### config.mk
export PLATFORM = sky130hd
export DESIGN_NAME = vector_sequencer
export DESIGN_NICKNAME = d
export VERILOG_FILES = /design/src/rtl/vec_pkg.sv /design/src/rtl/vector_sequencer_exp_delay.sv /design/src/rtl/vector_sequencer.sv
export SDC_FILE = /design/constraint.sdc
export NUM_CORES = 1
export LEC_CHECK = 0
export CAP_MARGIN = 5
export CORE_ASPECT_RATIO = 0.75
export CORE_MARGIN = 4
export CORE_UTILIZATION = 43
export CTS_CLUSTER_DIAMETER = 100
export CTS_CLUSTER_SIZE = 8
export DETAILED_ROUTE_END_ITERATION = 7
export PLACE_DENSITY_LB_ADDON = 0.2
export SYNTH_ARGS = -nofsm -noshare
export SYNTH_HDL_FRONTEND = slang
export SYNTH_SLANG_ARGS = --single-unit
### constraint.sdc
create_clock -name clk -period 4.7 [get_ports clk]
set_input_delay 1.41 -clock clk [delete_from_list [all_inputs] [get_ports clk]]
set_output_delay 1.41 -clock clk [all_outputs]
set_load 0.01 [all_outputs]
### src/rtl/vec_pkg.sv
// Shared state encoding, vector layout helpers and LFSR constants for vector_sequencer.
package vec_pkg;

    typedef enum logic [2:0] {IDLE, RUN, DRAIN, RAND, DONE} state_t;

    localparam logic [15:0] LFSR_SEED = 16'hACE1;
    // Taps 16,14,13,11 seen from the output end of a right-shifting register
    localparam logic [15:0] LFSR_TAPS = 16'h002D;

    // Layout LSB->MSB: d_exp, out_exp, data_out_exp, x, b, a, data_in
    function automatic int unsigned vec_w(input int unsigned width, input int unsigned x_w);
        return 2 * width + x_w + 4;
    endfunction

    function automatic int unsigned off_x(input int unsigned width);
        return width + 2;
    endfunction

    function automatic int unsigned off_b(input int unsigned width, input int unsigned x_w);
        return width + x_w + 2;
    endfunction

    function automatic int unsigned off_a(input int unsigned width, input int unsigned x_w);
        return width + x_w + 3;
    endfunction

    function automatic int unsigned off_din(input int unsigned width, input int unsigned x_w);
        return width + x_w + 4;
    endfunction

    function automatic logic [15:0] lfsr_next(input logic [15:0] s);
        return {^(s & LFSR_TAPS), s[15:1]};
    endfunction

endpackage

### src/rtl/vector_sequencer_exp_delay.sv
// LAT-deep shift register carrying {valid, index, expected fields}; only valid bits are reset.
module exp_delay #(
    parameter int unsigned LAT   = 1,
    parameter int unsigned IDX_W = 4,
    parameter int unsigned EXP_W = 10
) (
    input  logic             clk,
    input  logic             rst,
    input  logic             in_valid,
    input  logic [IDX_W-1:0] in_idx,
    input  logic [EXP_W-1:0] in_exp,
    output logic             out_valid,
    output logic [IDX_W-1:0] out_idx,
    output logic [EXP_W-1:0] out_exp,
    output logic             busy_c
);

    logic [LAT-1:0]   valid_q;
    logic [IDX_W-1:0] idx_q [LAT];
    logic [EXP_W-1:0] exp_q [LAT];

    always_ff @(posedge clk or posedge rst) begin
        if (rst) begin
            valid_q <= '0;
        end else begin
            valid_q[0] <= in_valid;
            for (int i = 1; i < int'(LAT); i++) begin
                valid_q[i] <= valid_q[i-1];
            end
        end
    end

    // Payload is qualified by valid, so it needs no reset
    always_ff @(posedge clk) begin
        idx_q[0] <= in_idx;
        exp_q[0] <= in_exp;
        for (int i = 1; i < int'(LAT); i++) begin
            idx_q[i] <= idx_q[i-1];
            exp_q[i] <= exp_q[i-1];
        end
    end

    assign out_valid = valid_q[LAT-1];
    assign out_idx   = idx_q[LAT-1];
    assign out_exp   = exp_q[LAT-1];
    assign busy_c    = |valid_q;

endmodule

### src/rtl/vector_sequencer.sv
// Table-driven stimulus/response engine with a trailing LFSR random-stimulus phase.
module vector_sequencer
    import vec_pkg::*;
#(
    parameter int unsigned WIDTH       = 8,
    parameter int unsigned X_W         = 5,
    parameter int unsigned DEPTH       = 16,
    parameter int unsigned LAT         = 1,
    parameter int unsigned RAND_CYCLES = 30,
    localparam int unsigned AW    = $clog2(DEPTH),
    localparam int unsigned NW    = AW + 1,
    localparam int unsigned VEC_W = vec_w(WIDTH, X_W)
) (
    input  logic             clk,
    input  logic             rst,
    input  logic             load_en,
    input  logic [AW-1:0]    load_addr,
    input  logic [VEC_W-1:0] load_data,
    input  logic [NW-1:0]    num_vec,
    input  logic             start,
    output logic [WIDTH-1:0] data_in_o,
    output logic             a_o,
    output logic             b_o,
    output logic [X_W-1:0]   x_o,
    input  logic [WIDTH-1:0] data_out_i,
    input  logic             out_i,
    input  logic             d_i,
    output logic             busy,
    output logic             done,
    output logic             pass,
    output logic             mismatch,
    output logic [AW-1:0]    fail_idx,
    output logic [NW-1:0]    vecnum,
    output logic [15:0]      errors
);

    localparam int unsigned EXP_W   = WIDTH + 2;
    localparam int unsigned RW      = (RAND_CYCLES > 1) ? $clog2(RAND_CYCLES + 1) : 1;
    localparam int unsigned OFF_X   = off_x(WIDTH);
    localparam int unsigned OFF_B   = off_b(WIDTH, X_W);
    localparam int unsigned OFF_A   = off_a(WIDTH, X_W);
    localparam int unsigned OFF_DIN = off_din(WIDTH, X_W);

    state_t           state_q, state_d;
    logic             accept_c;
    logic [VEC_W-1:0] vec_table [DEPTH];
    logic [VEC_W-1:0] cur_vec;
    logic [AW-1:0]    issue_idx;
    logic [NW-1:0]    run_len;
    logic [NW-1:0]    num_clamped;
    logic [RW-1:0]    rand_cnt;
    logic [15:0]      lfsr_q;
    logic             last_issue;
    logic             rand_last;
    logic             pipe_valid;
    logic             pipe_busy;
    logic [AW-1:0]    pipe_idx;
    logic [EXP_W-1:0] pipe_exp;
    logic             miscmp_c;

    assign cur_vec     = vec_table[issue_idx];
    assign num_clamped = (num_vec > NW'(DEPTH)) ? NW'(DEPTH) : num_vec;
    assign last_issue  = (NW'(issue_idx) + NW'(1)) == run_len;
    assign rand_last   = rand_cnt == RW'(RAND_CYCLES - 1);
    assign miscmp_c    = pipe_valid && ({data_out_i, out_i, d_i} != pipe_exp);

    // Vector table: not reset, writable only while idle
    always_ff @(posedge clk) begin
        if (load_en && !busy) begin
            vec_table[load_addr] <= load_data;
        end
    end

    always_ff @(posedge clk or posedge rst) begin
        if (rst) state_q <= IDLE;
        else     state_q <= state_d;
    end

    always_comb begin
        state_d  = state_q;
        accept_c = 1'b0;
        case (state_q)
            IDLE, DONE: begin
                if (start) begin
                    accept_c = 1'b1;
                    if (num_vec != '0)         state_d = RUN;
                    else if (RAND_CYCLES != 0) state_d = RAND;
                    else                       state_d = DONE;
                end
            end
            RUN:   if (last_issue) state_d = DRAIN;
            DRAIN: if (!pipe_busy) state_d = (RAND_CYCLES != 0) ? RAND : DONE;
            RAND:  if (rand_last)  state_d = DONE;
            default: state_d = IDLE;
        endcase
    end

    // Issue pointer, run length, random-phase counter and LFSR
    always_ff @(posedge clk or posedge rst) begin
        if (rst) begin
            issue_idx <= '0;
            run_len   <= '0;
            rand_cnt  <= '0;
            lfsr_q    <= LFSR_SEED;
        end else if (accept_c) begin
            issue_idx <= '0;
            run_len   <= num_clamped;
            rand_cnt  <= '0;
            lfsr_q    <= LFSR_SEED;
        end else begin
            if (state_q == RUN) issue_idx <= issue_idx + AW'(1);
            if (state_q == RAND) begin
                rand_cnt <= rand_cnt + RW'(1);
                lfsr_q   <= lfsr_next(lfsr_q);
            end
        end
    end

    // Stimulus outputs hold their value outside RUN/RAND
    always_ff @(posedge clk or posedge rst) begin
        if (rst) begin
            data_in_o <= '0;
            a_o       <= 1'b0;
            b_o       <= 1'b0;
            x_o       <= '0;
        end else if (state_q == RUN) begin
            data_in_o <= cur_vec[OFF_DIN +: WIDTH];
            a_o       <= cur_vec[OFF_A];
            b_o       <= cur_vec[OFF_B];
            x_o       <= cur_vec[OFF_X +: X_W];
        end else if (state_q == RAND) begin
            data_in_o <= lfsr_q[WIDTH-1:0];
            a_o       <= lfsr_q[8];
            b_o       <= lfsr_q[9];
            x_o       <= lfsr_q[X_W+9:10];
        end
    end

    exp_delay #(
        .LAT   (LAT),
        .IDX_W (AW),
        .EXP_W (EXP_W)
    ) u_exp_delay (
        .clk       (clk),
        .rst       (rst),
        .in_valid  (state_q == RUN),
        .in_idx    (issue_idx),
        .in_exp    (cur_vec[EXP_W-1:0]),
        .out_valid (pipe_valid),
        .out_idx   (pipe_idx),
        .out_exp   (pipe_exp),
        .busy_c    (pipe_busy)
    );

    // Compare results and saturating error count
    always_ff @(posedge clk or posedge rst) begin
        if (rst) begin
            mismatch <= 1'b0;
            vecnum   <= '0;
            errors   <= '0;
            fail_idx <= '0;
        end else begin
            mismatch <= miscmp_c;
            if (accept_c) begin
                vecnum   <= '0;
                errors   <= '0;
                fail_idx <= '0;
            end else if (pipe_valid) begin
                vecnum <= vecnum + NW'(1);
                if (miscmp_c) begin
                    fail_idx <= pipe_idx;
                    if (errors != 16'hFFFF) errors <= errors + 16'd1;
                end
            end
        end
    end

    always_ff @(posedge clk or posedge rst) begin
        if (rst) begin
            busy <= 1'b0;
            done <= 1'b0;
            pass <= 1'b0;
        end else begin
            busy <= (state_d == RUN) || (state_d == DRAIN) || (state_d == RAND);
            done <= (state_d == DONE);
            pass <= (state_d == DONE) && (accept_c || errors == 16'd0);
        end
    end

endmodule

==> impl_table.tex <==
\begin{tabular}{lr}
\hline
Metric & Value \\
\hline
\multicolumn{2}{l}{\textbf{Placement}} \\
\quad Detail Placement HPWL & $\sim$27 mm \\
\quad Cell Count Post-Placement & 1,751 \\
\quad Port Buf Inserts & 91 \\
\quad Global placement routability congestion & roughly 0.76 \\
\multicolumn{2}{l}{\textbf{Setup path}} \\
\quad Flop-to-flop setup slack & between 1.5 and 2 ns \\
\quad CP peak stage delay & between 0.6 and 0.7 ns \\
\quad Combined buffer and inverter count along the critical path & 1 \\
\quad Launch point of the critical path & start \\
\quad Kind of start point of the critical path & input pin \\
\quad Critical Path, Cell by Cell & clkdlybuf4s50\_1 > nand2b\_1 > or2\_2 > a21o\_1 > or4\_1 > a21oi\_1 \\
\quad Worst Path Max Fanout & 30 \\
\quad Worst Setup Path Type & input pin to flip-flop \\
\quad Cell type group with the largest total delay on the critical path & simple AND/OR/NAND/NOR gates \\
\quad Worst path required time & between 5 and 6 ns \\
\quad Library cell contributing the largest single delay on the critical path & sky130\_fd\_sc\_hd\_\_or2\_2 \\
\quad Worst R2R Start & state\_q[1] \\
\quad Capture point of the worst reg-to-reg path & x\_o[3] \\
\quad Depth of the worst register-to-register path & 5 \\
\quad Kind of end point of the critical path & flip-flop \\
\quad Worst path arrival time & approximately 3.7 ns \\
\multicolumn{2}{l}{\textbf{Global routing}} \\
\quad Initial antenna violation count & 0 \\
\quad Total overflow reported by the global router & 0 \\
\quad Global router's overall resource usage & between 10\% and 20\% \\
\quad Via count of the first global-routing pass & approximately 11,000 \\
\quad Maximum number of pins on one net before global-route repair & 51 \\
\quad Wire length of the first global-routing pass & between 60 and 70 mm \\
\multicolumn{2}{l}{\textbf{CTS}} \\
\quad Clock tree from TritonCTS & done \\
\quad Clock root buffer & sky130\_fd\_sc\_hd\_\_clkbuf\_16 \\
\quad Clock Sink Count & between 400 and 500 \\
\quad Count of hold buffers inserted by post-cts repair & 0 \\
\quad Clock buffers created by TritonCTS & about 70 \\
\quad Insertion delay to the later sink of the worst-skew pair & between 0.5 and 0.6 ns \\
\quad Clock H-tree levels & 3 \\
\quad Clock transition at the register clock pins on the worst setup and hold paths after CTS & approximately 0.05 ns \\
\quad Number of buffers inserted to repair setup after CTS & 0 \\
\quad Cells resized by post-CTS repair & 0 \\
\quad Clk buf depth & 3 \\
\multicolumn{2}{l}{\textbf{Timing}} \\
\quad Slew at the pin closest to its max-slew limit & between 0.9 and 1 ns \\
\quad Worst relative slew slack & between 30\% and 40\% \\
\quad Count of final max-slew check failures & 0 \\
\quad Setup repair after global routing missed its margin & false \\
\quad FMAX & $\sim$310 MHz \\
\quad Final min period & approximately 3.2 ns \\
\quad Crit share post-route & between 60 and 70\% \\
\quad Final setup viols & 0 \\
\quad Summed negative setup slack over all endpoints & 0 ns \\
\quad Post-Route Skew & 0.0204 ns \\
\quad Final Hold Fails & 0 \\
\multicolumn{2}{l}{\textbf{Power}} \\
\quad Max IR drop VDD & about 0.00030 V \\
\quad Static leakage power & slightly below 8 nW \\
\quad Share of power burned in combinational logic & a little under a quarter \\
\quad Sequential power share & a little over two fifths \\
\quad Switching fraction of total power & about 28\% \\
\quad Sw Pwr & approximately 3.8 mW \\
\quad Clock power frac & 35.1\% \\
\quad Internal power summed over all cells & approximately 9.6 mW \\
\quad Total power consumption of the routed design & 13.4 mW \\
\quad Pwr dens & 574 mW/mm2 \\
\multicolumn{2}{l}{\textbf{Yosys}} \\
\quad Post-Synthesis Cell Area & just under 0.02 mm2 \\
\quad Netlist cell types & 53 \\
\quad Synthesized netlist net count & 1,155 \\
\quad Number of standard cells after synthesis & between 1,000 and 1,500 \\
\quad Post-Syn Area per Cell & between 15 and 20 um2 \\
\quad Share of synthesized flip-flops with an asynchronous set or reset & between 10\% and 20\% \\
\quad Sequential element share of the synthesized area & between 70\% and 80\% \\
\quad Number of enable flip-flop cells after synthesis & 400 \\
\quad Top flip-flop cell by instance count after synthesis & sky130\_fd\_sc\_hd\_\_edfxtp\_1 \\
\quad FF+latch count, synth & between 400 and 500 \\
\quad Number of warnings issued by yosys & 0 \\
\multicolumn{2}{l}{\textbf{Floorplanning}} \\
\quad Cell Rows & 67 \\
\quad IO Pins & 92 \\
\quad Starting density of the core & 43.5\% \\
\quad Overall die area & roughly 0.049 mm2 \\
\quad Floorplan die height & 192 um \\
\quad Core area & $\sim$0.045 mm2 \\
\quad Die Width & between 200 and 300 um \\
\multicolumn{2}{l}{\textbf{Job}} \\
\quad Number of maximum-capacitance violations & 0 \\
\multicolumn{2}{l}{\textbf{Outcome}} \\
\quad Status & complete, no violations \\
\multicolumn{2}{l}{\textbf{Finish}} \\
\quad Synthesis-to-finish area growth & 20.2\% \\
\quad Count of non-filler cells in the finished layout & 1,870 \\
\quad Ratio of cells with drive above 1 in the final layout & 20.0\% \\
\quad Count of nets after finishing & between 1,000 and 1,500 \\
\quad Number of filler cells placed in the layout & approximately 3,600 \\
\quad Core occupancy in the finished layout & approximately 52\% \\
\quad Area occupied by multi-input gates & between 0.004 and 0.005 mm2 \\
\quad Sequential Area & roughly 0.014 mm2 \\
\quad Most common cell after layout, fill and taps aside & sky130\_fd\_sc\_hd\_\_edfxtp\_1 \\
\quad Most frequent cells in the layout & 400 x sky130\_fd\_sc\_hd\_\_edfxtp\_1, 91 x sky130\_fd\_sc\_hd\_\_clkdlybuf4s50\_1, 85 x sky130\_fd\_sc\_hd\_\_nand2\_1 \\
\quad Diodes inserted & 0 \\
\multicolumn{2}{l}{\textbf{Drt}} \\
\quad Post-DR vias/cell & roughly 5.6 \\
\quad \# DRC & 0 \\
\quad 1st-pass router iterations & 5 \\
\quad Wire per inst & around 24 um \\
\quad Antenna Violating Nets Remaining & 0 \\
\quad Iter 0 DRT Violations & 900 \\
\quad Vias after detailed routing & about 11,000 \\
\quad WL final & 45.1 mm \\
\multicolumn{2}{l}{\textbf{Worst hold path}} \\
\quad Hold\_sp & u\_exp\_delay.idx\_q[0][2] \\
\quad Number of stages on the worst hold path & 2 \\
\quad Destination of the worst hold path & fail\_idx[2] \\
\quad Classification of the worst-slack hold path & flip-flop to flip-flop \\
\hline
\end{tabular}
==> worst reg2reg max path: stages, from the launching register on <==
cell                       delay (ns)
sky130_fd_sc_hd__dfrtp_1         0.76
sky130_fd_sc_hd__nand2b_1        0.72
sky130_fd_sc_hd__inv_1           0.27
sky130_fd_sc_hd__and2_1          0.51
sky130_fd_sc_hd__a221oi_1        0.38
sky130_fd_sc_hd__o31ai_1         0.12
==> routing by layer <==
metal / share of wire (%) / track usage [%] / wire length [um] / up-vias
met5: 0 / 0 / 0 / -
met4: 1.5 / 4.39 / 689 / 0
met3: 5.5 / 4.13 / 2480 / 50
met2: 46 / 28.7 / 20800 / 267
met1: 47 / 28.3 / 21200 / 5538
li1: - / - / - / 4661
==> layout make-up <==
type                            count  share of cell area [%]
Tap cell                          586                    3.15
Clock inverter                      4                   0.274
Sequential cell                   492                    61.2
Clock buffer                      115                    8.60
Multi-Input combinational cell    544                    21.3
Timing Repair Buffer              121                    5.36
Inverter                            8                   0.134
==> cells by family (layout without fill, tap and decap cells) <==
family / after synthesis / count (layout) / synth area share [%]
buffers and inverters: 65 / 248 / 1.55
AO/OA/AOI/OAI: 134 / 134 / 4.42
XOR/XNOR: 27 / 27 / 1.22
adder cells (fa/ha/maj): 6 / 6 / 0.387
AND/OR/NAND/NOR: 225 / 225 / 5.73
multiplexers: 152 / 152 / 13.2
flip-flops: 492 / 492 / 73.5
==> registers in the layout, summed over array words and instances, names as in the netlist, 5 cells and up <==
| name | flops |
|---|---|
| errors | 16 |
| rand_cnt | 5 |
| lfsr_q | 16 |
| data_in_o | 8 |
| u_exp_delay.exp_q | 10 |
| run_len | 5 |
| vec_table | 400 |
| vecnum | 5 |
| x_o | 5 |
==> how the worst max path moves through the flow <==
stage | to | cells after the start
2_1_floorplan | vec_table[4][0] | 3
3_3_place_gp | errors[14] | 6
3_5_place_dp | errors[14] | 6
4_1_cts | errors[14] | 6
5_1_grt | errors[14] | 6
6_report | errors[14] | 6
==> power groups by stage <==
stage	clock, mW	combinational, mW	sequential [mW]
floorplan	0	2.23	5.46
global placement	0	3.03	5.73
detailed placement	0	3.06	5.74
CTS	4.79	3.07	5.67
global route	5.00	3.32	5.72
finish	4.70	3.03	5.65
==> cells in the mapped netlist (3+ instances only) <==
library cell | instances | area (um2)
sky130_fd_sc_hd__buf_2 | 15 | 75.1
sky130_fd_sc_hd__edfxtp_1 | 400 | 12000
sky130_fd_sc_hd__o22ai_1 | 7 | 43.8
sky130_fd_sc_hd__ha_1 | 6 | 75.1
sky130_fd_sc_hd__buf_1 | 7 | 26.3
sky130_fd_sc_hd__o21ai_0 | 38 | 190
sky130_fd_sc_hd__mux4_2 | 80 | 1800
sky130_fd_sc_hd__nand2b_1 | 7 | 43.8
sky130_fd_sc_hd__and2_1 | 3 | 18.8
sky130_fd_sc_hd__nor4_1 | 7 | 43.8
sky130_fd_sc_hd__nor3_1 | 5 | 25.0
sky130_fd_sc_hd__dfstp_2 | 8 | 210
sky130_fd_sc_hd__mux2i_1 | 40 | 400
sky130_fd_sc_hd__nand3_1 | 21 | 105
sky130_fd_sc_hd__and3_1 | 13 | 81.3
sky130_fd_sc_hd__a21o_1 | 4 | 30.0
sky130_fd_sc_hd__a221oi_1 | 18 | 158
sky130_fd_sc_hd__a22oi_1 | 10 | 75.1
sky130_fd_sc_hd__o31ai_1 | 16 | 120
sky130_fd_sc_hd__dfxtp_1 | 14 | 280
sky130_fd_sc_hd__a21oi_1 | 31 | 155
sky130_fd_sc_hd__buf_4 | 8 | 60.1
sky130_fd_sc_hd__nand2_1 | 85 | 319
sky130_fd_sc_hd__xnor2_1 | 19 | 166
sky130_fd_sc_hd__inv_1 | 8 | 30.0
sky130_fd_sc_hd__nor2b_1 | 3 | 18.8
sky130_fd_sc_hd__or3_1 | 5 | 31.3
sky130_fd_sc_hd__dfrtp_1 | 70 | 1750
sky130_fd_sc_hd__clkbuf_1 | 26 | 97.6
sky130_fd_sc_hd__xor2_1 | 8 | 70.1
sky130_fd_sc_hd__nand3b_1 | 5 | 37.5
sky130_fd_sc_hd__mux2_2 | 32 | 360
sky130_fd_sc_hd__nand4_1 | 18 | 113
sky130_fd_sc_hd__or4_1 | 7 | 52.6
sky130_fd_sc_hd__nor2_1 | 36 | 135
==> per-stage QoR <==
step | setup slack, ns | hold WS (ns) | instance area [um2]
after floorplan | 0.561 | 0.342 | 19400
after global placement | 1.01 | 0.422 | 21200
after detailed placement | 0.972 | 0.432 | 21200
after CTS | 1.56 | 0.431 | 23300
after global routing | 1.40 | 0.465 | 23300
final | 1.51 | 0.434 | 23300
(Power assumes the default switching activity.)
==> variant (config.mk and constraints unchanged) <==
Encoding of `state_t`: now one-hot (5 bits for 5 states).
--- a/src/rtl/vec_pkg.sv
+++ b/src/rtl/vec_pkg.sv
@@ -2,5 +2,5 @@
 package vec_pkg;
 
-    typedef enum logic [2:0] {IDLE, RUN, DRAIN, RAND, DONE} state_t;
+    typedef enum logic [4:0] {IDLE = 5'b00001, RUN = 5'b00010, DRAIN = 5'b00100, RAND = 5'b01000, DONE = 5'b10000} state_t;
 
     localparam logic [15:0] LFSR_SEED = 16'hACE1;
Check against the original RTL: same outputs for any inputs over 4 cycles, from zero or initial values and one cycle with rst high; so few cycles prove little.
==> variant against the unedited design <==
  * Final cell count down 3.5%
  * Worst setup slack better by 0.10 ns
  * Power down 12%
  * Combinational power down 38%
  * Wire length down 4.3%
  * Cell area down 0.69%
  * Sequential cell count up 2
  * Area after synthesis down 0.43%
  * First-iteration DRC count down 1.7%
  * Critical path type is now reg -> out
  * Critical endpoint is now errors[3]
  * Largest cell class unchanged
==> variant: results (changes against the unedited design) <==
[power]
p_clk_uw=4640  ; -1%
leakagePower_uw=0.00754  ; -3.4%
pg_seq_uw=5330  ; -5.7%
power_uw=11800  ; -12%
internal-power_uw=8860  ; -7.8%
vdd_drop_max_v=0.000275  ; -8.2%

[sta]
fin_skew_ns=0.0202  ; -0.000202 ns
min_period_over_period_pct=65.8  ; -2.1 points
max_slew_margin_pct=37.8  ; +3.6 points

[yosys]
muxShareOfSynthArea_pct=14.5  ; +1.2 points
synth_fa_ha_area_share_pct=0.389  ; +0.0017 points
synth_xor_xnor_area_share_pct=1.45  ; +0.23 points
ys_types=51  ; -3.8%
ys_warn_count=0  ; unchanged
synthesis.nets=1085  ; -6.1%
synth-seq-cells=494  ; +0.41%
yosysSeqAreaShare_pct=74.1  ; +0.58 points
synth_area_per_cell_sq_um=18.7  ; +6.3%
synth_compound_area_share_pct=3.12  ; -1.3 points

[layout]
clk_share_pct=8.85  ; -0.025 points
multi_input_gates=472  ; -13%
finalInstanceArea_sq_um=23100  ; -0.69%
regArea_sq_um=14300  ; +0.37%
drive_gt1_share_pct=20.9  ; +0.87 points
area_share_nonclk_buffers_pct=5.12  ; -0.23 points
inv_count=11  ; +3
n_fill_cell=3469  ; -4.2%
fin_nets=1225  ; -5.2%
num-clock-buffers=124  ; +7.8%
multi_input_area_share_pct=20.9  ; -0.42 points

[clocking]
clock_latency_ns=0.58

[global_routing]
grt_pass1_vias=10439  ; -2.5%
grt_pass1_wl_um=66200  ; -3.6%
grt_max_degree=56  ; +9.8%
met1_usage_pct=27.7  ; -0.57 points
track_usage_pct=18.3  ; -0.59 points
grtUsageMet3_pct=3.85  ; -0.28 points
grt_util_met2_pct=27.3  ; -1.4 points

[placed_design]
place.gp.congestion=0.754  ; -0.91%
dp_cells=1676  ; -4.3%
dp_hpwl_um=25600  ; -3.7%
post-place-ws_ns=1.10  ; +0.129 ns

[setup_path]
critical_path.top_delay_family=buffers and inverters
rr_worst_depth=6  ; +1
critPathSlowestCell=clkdlybuf4s50_1
timing.rr.end=x_o[4]
crit_fanout=10  ; -67%
crit_end=errors[3]
critPathLaunch=errors[3]
arrival_ns=1.68  ; -1.99 ns
rrSetupSlack_ns=1.96  ; +0.16 ns

[routing]
wl_um=43200  ; -4.3%
vias=10118  ; -3.8%
drt_iter0_markers=885  ; -1.7%
met1Wirelength_um=20400  ; -3.9%
route.met3.wl_um=2540  ; +2.3%
routed.top_layer=met4
vias_per_cell=5.61  ; -0.26%
dr_wl_met2_um=19600  ; -5.7%

[status]
status=completed

==> variant: cell types whose count changed in the layout (fill, tap and decap cells not counted), moves of 10 or more <==
| cell | before | now |
|---|---|---|
| and3_1 | 13 | 3 |
| clkbuf_1 | 41 | 51 |
| mux2_2 | 32 | 4 |
| mux2i_1 | 40 | 27 |
| mux4_2 | 80 | 110 |
| nand2_1 | 85 | 71 |
| nor3_1 | 1 | 16 |
| o21ai_0 | 38 | 20 |
==> variant: how the worst min path moves through the flow <==
stage                             from                       to  slack, ns  depth (start not counted)
3_3_place_gp   u_exp_delay.idx_q[0][0]              fail_idx[0]       0.42                          2
3_5_place_dp   u_exp_delay.idx_q[0][0]              fail_idx[0]       0.43                          2
4_1_cts        u_exp_delay.idx_q[0][0]              fail_idx[0]       0.43                          2
6_report       u_exp_delay.idx_q[0][0]              fail_idx[0]       0.43                          2
2_1_floorplan             issue_idx[2]  u_exp_delay.idx_q[0][2]       0.34                          0
5_1_grt        u_exp_delay.idx_q[0][0]              fail_idx[0]       0.46                          2
